<file path="config.mk">
export PLATFORM = sky130hd
export DESIGN_NAME = sync_fifo_flags
export DESIGN_NICKNAME = d
export VERILOG_FILES = /design/src/rtl/fifo_pkg.sv /design/src/rtl/sync_fifo_flags_mem.sv /design/src/rtl/sync_fifo_flags.sv
export SDC_FILE = /design/constraint.sdc
export NUM_CORES = 1
export LEC_CHECK = 0
export ABC_AREA = 1
export BUFFER_PORTS_ARGS = -buffer_cell sky130_fd_sc_hd__buf_2
export CELL_PAD_IN_SITES_DETAIL_PLACEMENT = 1
export CELL_PAD_IN_SITES_GLOBAL_PLACEMENT = 1
export CORE_ASPECT_RATIO = 0.7
export CORE_UTILIZATION = 50
export CTS_CLUSTER_DIAMETER = 50
export DETAILED_ROUTE_END_ITERATION = 16
export GPL_TIMING_DRIVEN = 1
export PLACE_DENSITY_LB_ADDON = 0.1
export SETUP_SLACK_MARGIN = 0.05
export SKIP_CTS_REPAIR_TIMING = 1
export SYNTH_ARGS = -nofsm -noshare
export SYNTH_HDL_FRONTEND = slang
export SYNTH_SLANG_ARGS = --single-unit
</file>
<file path="constraint.sdc">
create_clock -name clk -period 5.3 [get_ports clk]
set_clock_uncertainty 0.1 [all_clocks]
set_input_delay 0.265 -clock clk [delete_from_list [all_inputs] [get_ports clk]]
set_output_delay 0.265 -clock clk [all_outputs]
set_load 0.02 [all_outputs]
</file>
<file path="src/rtl/fifo_pkg.sv">
// Shared definitions for the single-clock FIFO: read-mode constants, depth helper
// and the default pointer/count type.
package fifo_pkg;

    localparam int FIFO_STD  = 0;
    localparam int FIFO_FWFT = 1;

    localparam int DEFAULT_ADDR_WIDTH = 5;

    // Pointers carry one extra bit so occupancy 0..DEPTH is representable.
    typedef logic [DEFAULT_ADDR_WIDTH:0] fifo_ptr_t;

    function automatic int fifo_depth(input int addr_width);
        return 1 << addr_width;
    endfunction

endpackage

</file>
<file path="src/rtl/sync_fifo_flags_mem.sv">
// Dual-port register file for the FIFO: synchronous write, asynchronous read,
// contents are never reset.
module fifo_mem
    import fifo_pkg::*;
#(
    parameter int Data_width = 8,
    parameter int Addr_width = DEFAULT_ADDR_WIDTH
) (
    input  logic                  clk,
    input  logic                  i_wr_en,
    input  logic [Addr_width-1:0] i_wr_addr,
    input  logic [Data_width-1:0] i_wr_data,
    input  logic [Addr_width-1:0] i_rd_addr,
    output logic [Data_width-1:0] o_rd_data
);

    localparam int DEPTH = fifo_depth(Addr_width);

    logic [Data_width-1:0] r_mem [0:DEPTH-1];

    always_ff @(posedge clk) begin
        if (i_wr_en) begin
            r_mem[i_wr_addr] <= i_wr_data;
        end
    end

    assign o_rd_data = r_mem[i_rd_addr];

endmodule

</file>
<file path="src/rtl/sync_fifo_flags.sv">
// Single-clock FIFO with occupancy count, almost-full/almost-empty thresholds,
// overflow/underflow pulses and a choice of registered or fall-through read.
module sync_fifo_flags
    import fifo_pkg::*;
#(
    parameter int Data_width      = 8,
    parameter int Addr_width      = DEFAULT_ADDR_WIDTH,
    parameter int Almost_full_th  = fifo_depth(Addr_width) - 4,
    parameter int Almost_empty_th = 4,
    parameter int FWFT            = FIFO_STD
) (
    input  logic                  clk,
    input  logic                  rst,
    input  logic                  Wr_en,
    input  logic [Data_width-1:0] Wr_data,
    input  logic                  Rd_en,
    output logic [Data_width-1:0] Rd_data,
    output logic                  Rd_valid,
    output logic                  Full,
    output logic                  Empty,
    output logic                  Almost_full,
    output logic                  Almost_empty,
    output logic [Addr_width:0]   Count,
    output logic                  Overflow,
    output logic                  Underflow
);

    localparam int DEPTH = fifo_depth(Addr_width);

    typedef logic [Addr_width:0] ptr_t;

    localparam ptr_t DEPTH_P = ptr_t'(DEPTH);
    localparam ptr_t AF_TH   = ptr_t'(Almost_full_th);
    localparam ptr_t AE_TH   = ptr_t'(Almost_empty_th);

    if (Addr_width < 1 || Almost_full_th < 1 || Almost_full_th > DEPTH ||
        Almost_empty_th < 0 || Almost_empty_th > DEPTH - 1) begin : g_bad_params
        $error("sync_fifo_flags: unsupported parameter values");
    end

    ptr_t                  r_wr_ptr;
    ptr_t                  r_rd_ptr;
    ptr_t                  r_count;
    logic                  r_overflow;
    logic                  r_underflow;
    logic                  w_full;
    logic                  w_empty;
    logic                  w_wr_acc;
    logic                  w_rd_acc;
    logic [Data_width-1:0] w_mem_rd_data;
    logic                  w_unused;

    assign w_full   = (r_count == DEPTH_P);
    assign w_empty  = (r_count == '0);
    assign w_wr_acc = Wr_en & ~w_full;
    assign w_rd_acc = Rd_en & ~w_empty;

    // Flags come from the registered count only, so they cannot glitch on inputs.
    assign Full         = w_full;
    assign Empty        = w_empty;
    assign Almost_full  = (r_count >= AF_TH);
    assign Almost_empty = (r_count <= AE_TH);
    assign Count        = r_count;
    assign Overflow     = r_overflow;
    assign Underflow    = r_underflow;

    always_ff @(posedge clk or negedge rst) begin
        if (!rst) begin
            r_wr_ptr    <= '0;
            r_rd_ptr    <= '0;
            r_count     <= '0;
            r_overflow  <= 1'b0;
            r_underflow <= 1'b0;
        end else begin
            if (w_wr_acc) begin
                r_wr_ptr <= r_wr_ptr + ptr_t'(1);
            end
            if (w_rd_acc) begin
                r_rd_ptr <= r_rd_ptr + ptr_t'(1);
            end
            case ({w_wr_acc, w_rd_acc})
                2'b10:   r_count <= r_count + ptr_t'(1);
                2'b01:   r_count <= r_count - ptr_t'(1);
                default: r_count <= r_count;
            endcase
            r_overflow  <= Wr_en & w_full;
            r_underflow <= Rd_en & w_empty;
        end
    end

    fifo_mem #(
        .Data_width (Data_width),
        .Addr_width (Addr_width)
    ) u_mem (
        .clk       (clk),
        .i_wr_en   (w_wr_acc),
        .i_wr_addr (r_wr_ptr[Addr_width-1:0]),
        .i_wr_data (Wr_data),
        .i_rd_addr (r_rd_ptr[Addr_width-1:0]),
        .o_rd_data (w_mem_rd_data)
    );

    // Pointer MSBs only keep the pointers in the count's number range.
    assign w_unused = ^{r_wr_ptr[Addr_width], r_rd_ptr[Addr_width]};

    if (FWFT == FIFO_FWFT) begin : g_fwft
        assign Rd_data  = w_mem_rd_data;
        assign Rd_valid = ~w_empty;
    end else begin : g_std
        logic [Data_width-1:0] r_rd_data;
        logic                  r_rd_valid;

        always_ff @(posedge clk or negedge rst) begin
            if (!rst) begin
                r_rd_data  <= '0;
                r_rd_valid <= 1'b0;
            end else begin
                r_rd_valid <= w_rd_acc;
                if (w_rd_acc) begin
                    r_rd_data <= w_mem_rd_data;
                end
            end
        end

        assign Rd_data  = r_rd_data;
        assign Rd_valid = r_rd_valid;
    end

endmodule

</file>
==> impl_results.md <==
* Core Area at 0.0238 sq mm
* Setup TNS at 0 ns
* Flop pwr share at between 30% and 40%
* Detailed Route WL at 32300 microns
* Inserted Clock Buffers at 30
* Clk buf depth at 3
* CP dominant cell by count: nand2_1
* GRT Total Usage at a little over a quarter
* Vias per std cell at 5.44
* Worst skew pair latency at around 0.56 ns
* Site row count at 47
* Die X-Extent at 189 microns
* Post-synth EDFFs at between 200 and 300
* Syn. warnings at 0
* Crit Path Max Fanout at 14
* Syn nets at about 1200
* Fin area at roughly 0.014 sq mm
* Placed Cells incl. Taps at 1478
* Vias in the first global route at 8543
* Reg clk slew, reported paths at 0.06 ns
* Peak Freq at 283 MHz
* VDD IR max at 0.318 mV
* Sequential-to-total area share from yosys stat at 68.6%
* Avg Cell Area, Syn at 10.4 sq um
* Tot Pwr at 7.41 mW
* Slew Viols, Final at 0
* Internal power at approximately 4.5 mW
* Commonest non-fill, non-tap cell in the layout: nand2_1
* H-tree level count at 1
* DRT iter0 DRCs at 540
* Slowest-stage cell, CP: nand2_1
* Min Tclk post-route at 3.54 ns
* Remaining DRCs at 0
* Max-slew headroom at 35.0%
* Fill count at 2602
* Antenna cell count at 0
* Area occupied by registers at 0.00837 sq mm
* Finished Core Util at about 57%
* Final period util at 66.7%
* Non-Filler Instances at 1537
* Pin slew with the least headroom to its limit at 0.975 ns
* Boundary Pins at 33
* HP Class: in2async
* Crit path largest cell delay at 0.48 ns
* Fin. Hold Viols at 0
* Largest net degree at the start of global routing at 86
* Final setup vio count at 0
* Router iterations before antenna repair at 5
* Main synth FF type: edfxtp_1
* CP Data Arrival Time at slightly below 4 ns
* Power density cells at around 550 mW/mm^2
* Post-synth cell types at 24
* Critical path startpoint: Count[3]
* Cell area after synthesis at 0.0122 sq mm
* Final GP Congestion at 0.820
* Switching Share at slightly below 40%
* CP cell instances: nor2_2, nand4_1, nand2_1, inv_1, ha_1, nand2_1, inv_1, nor2_1, ha_1, o21bai_1, nand3_1, nand2_1, nand2_1, nand3_1, o21ai_0
* Leak at ~5.6 nW
* RSZ-0062 raised after global routing: false
* Critical path type: reg2reg
* Port bufs at 32
* Multi-input logic area at roughly 0.0030 sq mm
* Antenna Nets Post-Route at 0
* Worst r2r src: Count[3]
* Logic pwr share at approximately a third
* GRT overflow at 0
* Max-cap violation count at 0
* Register bit total from synthesis at 283
* Hpwl dp at 19500 microns
* Synthesis-to-finish area growth at 11.0%
* Post-synth top area share at 63.0%
* Routed wire length per instance at 21.0 microns
* Die area at 0.0250 sq mm
* Die span in y at 133 microns
* Power share of the clock group at 28.0%
* Async set or reset register ratio after synthesis at 9.54%
* Initial core utilization at ~50%
* Mapped Cells at 1175
* Startpoint types: flop
* Cell Area, Placed at 0.0125 sq mm
* # clock sinks at 283
* Area contributors post-synth: edfxtp_1 (63%), nand2_1 (12%), nand3_1 (6.8%), dfrtp_1 (5.5%), inv_1 (4.1%)
* Post-synth top area cell: edfxtp_1
* Crit end category: flop
* Layout cells sized above 1 at between 7 and 8%
* Via count at 8362
* Initial antenna violation count at 0
* Root buffer cell: clkbuf_16
* CTS tree: built
* Nets at between 1000 and 1500
* Status: finished, final reports clean
* WP data required at 5.62 ns
* Psw at 2.87 mW
* Most frequent cells in the layout: nand2_1 (379), edfxtp_1 (256), nand3_1 (166)
* First-pass GRT wire length at around 50000 microns
==> cells in the mapped netlist, types with 3 or more instances <==
master      n
nand4_1     4
clkbuf_1   11
nand2_1   379
edfxtp_1  256
dfrtp_1    27
nand3_1   166
buf_4       9
a21oi_1    18
o21ai_0    17
ha_1        8
nor2_1     92
buf_2      34
inv_1     132
clkinv_1    3
xor2_1      8
==> worst paths after layout <==
| kind | depth (start not counted) | endpoint | slack [ns] |
|---|---|---|---|
| min in group clk | 1 | u_mem.r_mem[31][4] | 0.20 |
| hold / removal | 2 | Count[4] | 0.20 |
| setup reg to reg | 15 | Count[4] | 1.76 |
| setup / recovery | 15 | Count[4] | 1.76 |
| hold reg to reg | 2 | Rd_data[4] | 0.43 |
| max in group asynchronous | 2 | r_rd_ptr[0] | 4.40 |
==> state kept, by name, indices dropped and copies added (netlist names) <==
name / count
Overflow: 1
Rd_data: 8
Count: 6
r_wr_ptr: 5
r_rd_ptr: 5
Underflow: 1
Rd_valid: 1
u_mem.r_mem: 256
==> cell families (layout without fill, tap and decap cells) <==
group                    after synthesis  count (layout)  share of synthesized area (%)
AO/OA/AOI/OAI                         39              39                           1.70
adder cells (fa/ha/maj)                8               8                          0.821
AND/OR/NAND/NOR                      644             644                           21.7
flip-flops                           283             283                           68.6
buffers and inverters                191             235                           6.51
XOR/XNOR                              10              10                          0.718
==> power by group through the flow <==
| stage | Sequential (mW) | Combinational (mW) | Clock (mW) |
|---|---|---|---|
| after floorplan | 2.85 | 1.66 | 0 |
| after global placement | 2.92 | 2.36 | 0 |
| after CTS | 2.89 | 2.45 | 2.10 |
| final | 2.89 | 2.45 | 2.07 |
| after global routing | 2.91 | 2.70 | 2.17 |
| after detailed placement | 2.93 | 2.43 | 0 |
==> cell type report <==
class | instances | share of cell area [%]
sequential | 283 | 61.8
multi-input combinational | 701 | 22.4
clock buffer | 38 | 5.93
inverter | 137 | 3.81
tap | 318 | 2.94
timing repair buffer | 42 | 1.79
clock inverter | 18 | 1.26
==> per-layer routing <==
metal | wire [microns] | vias up | global-route usage (%)
met5 | 0 | - | 0
met4 | 941 | 0 | 7.97
met3 | 1910 | 59 | 4.06
met2 | 14700 | 237 | 41.8
met1 | 14700 | 4170 | 38.2
li1 | - | 3896 | -
==> worst max-delay path, delay by kind of cell, from the launching register on <==
family          cells  cell delay [ns]
buf+inv             2             0.48
compound gates      2             0.25
simple gates        9             1.54
fa+ha+maj           2             0.62
flops               1             0.43
==> metrics by stage <==
step                      setup WS (ns)  hold slack [ns]
after detailed placement           1.82            0.233
final                              1.76            0.196
after CTS                          1.79           -0.350
after floorplan                    2.80           -0.131
after global routing               1.41            0.218
after global placement             1.88            0.237
(Power assumes the default switching activity.)
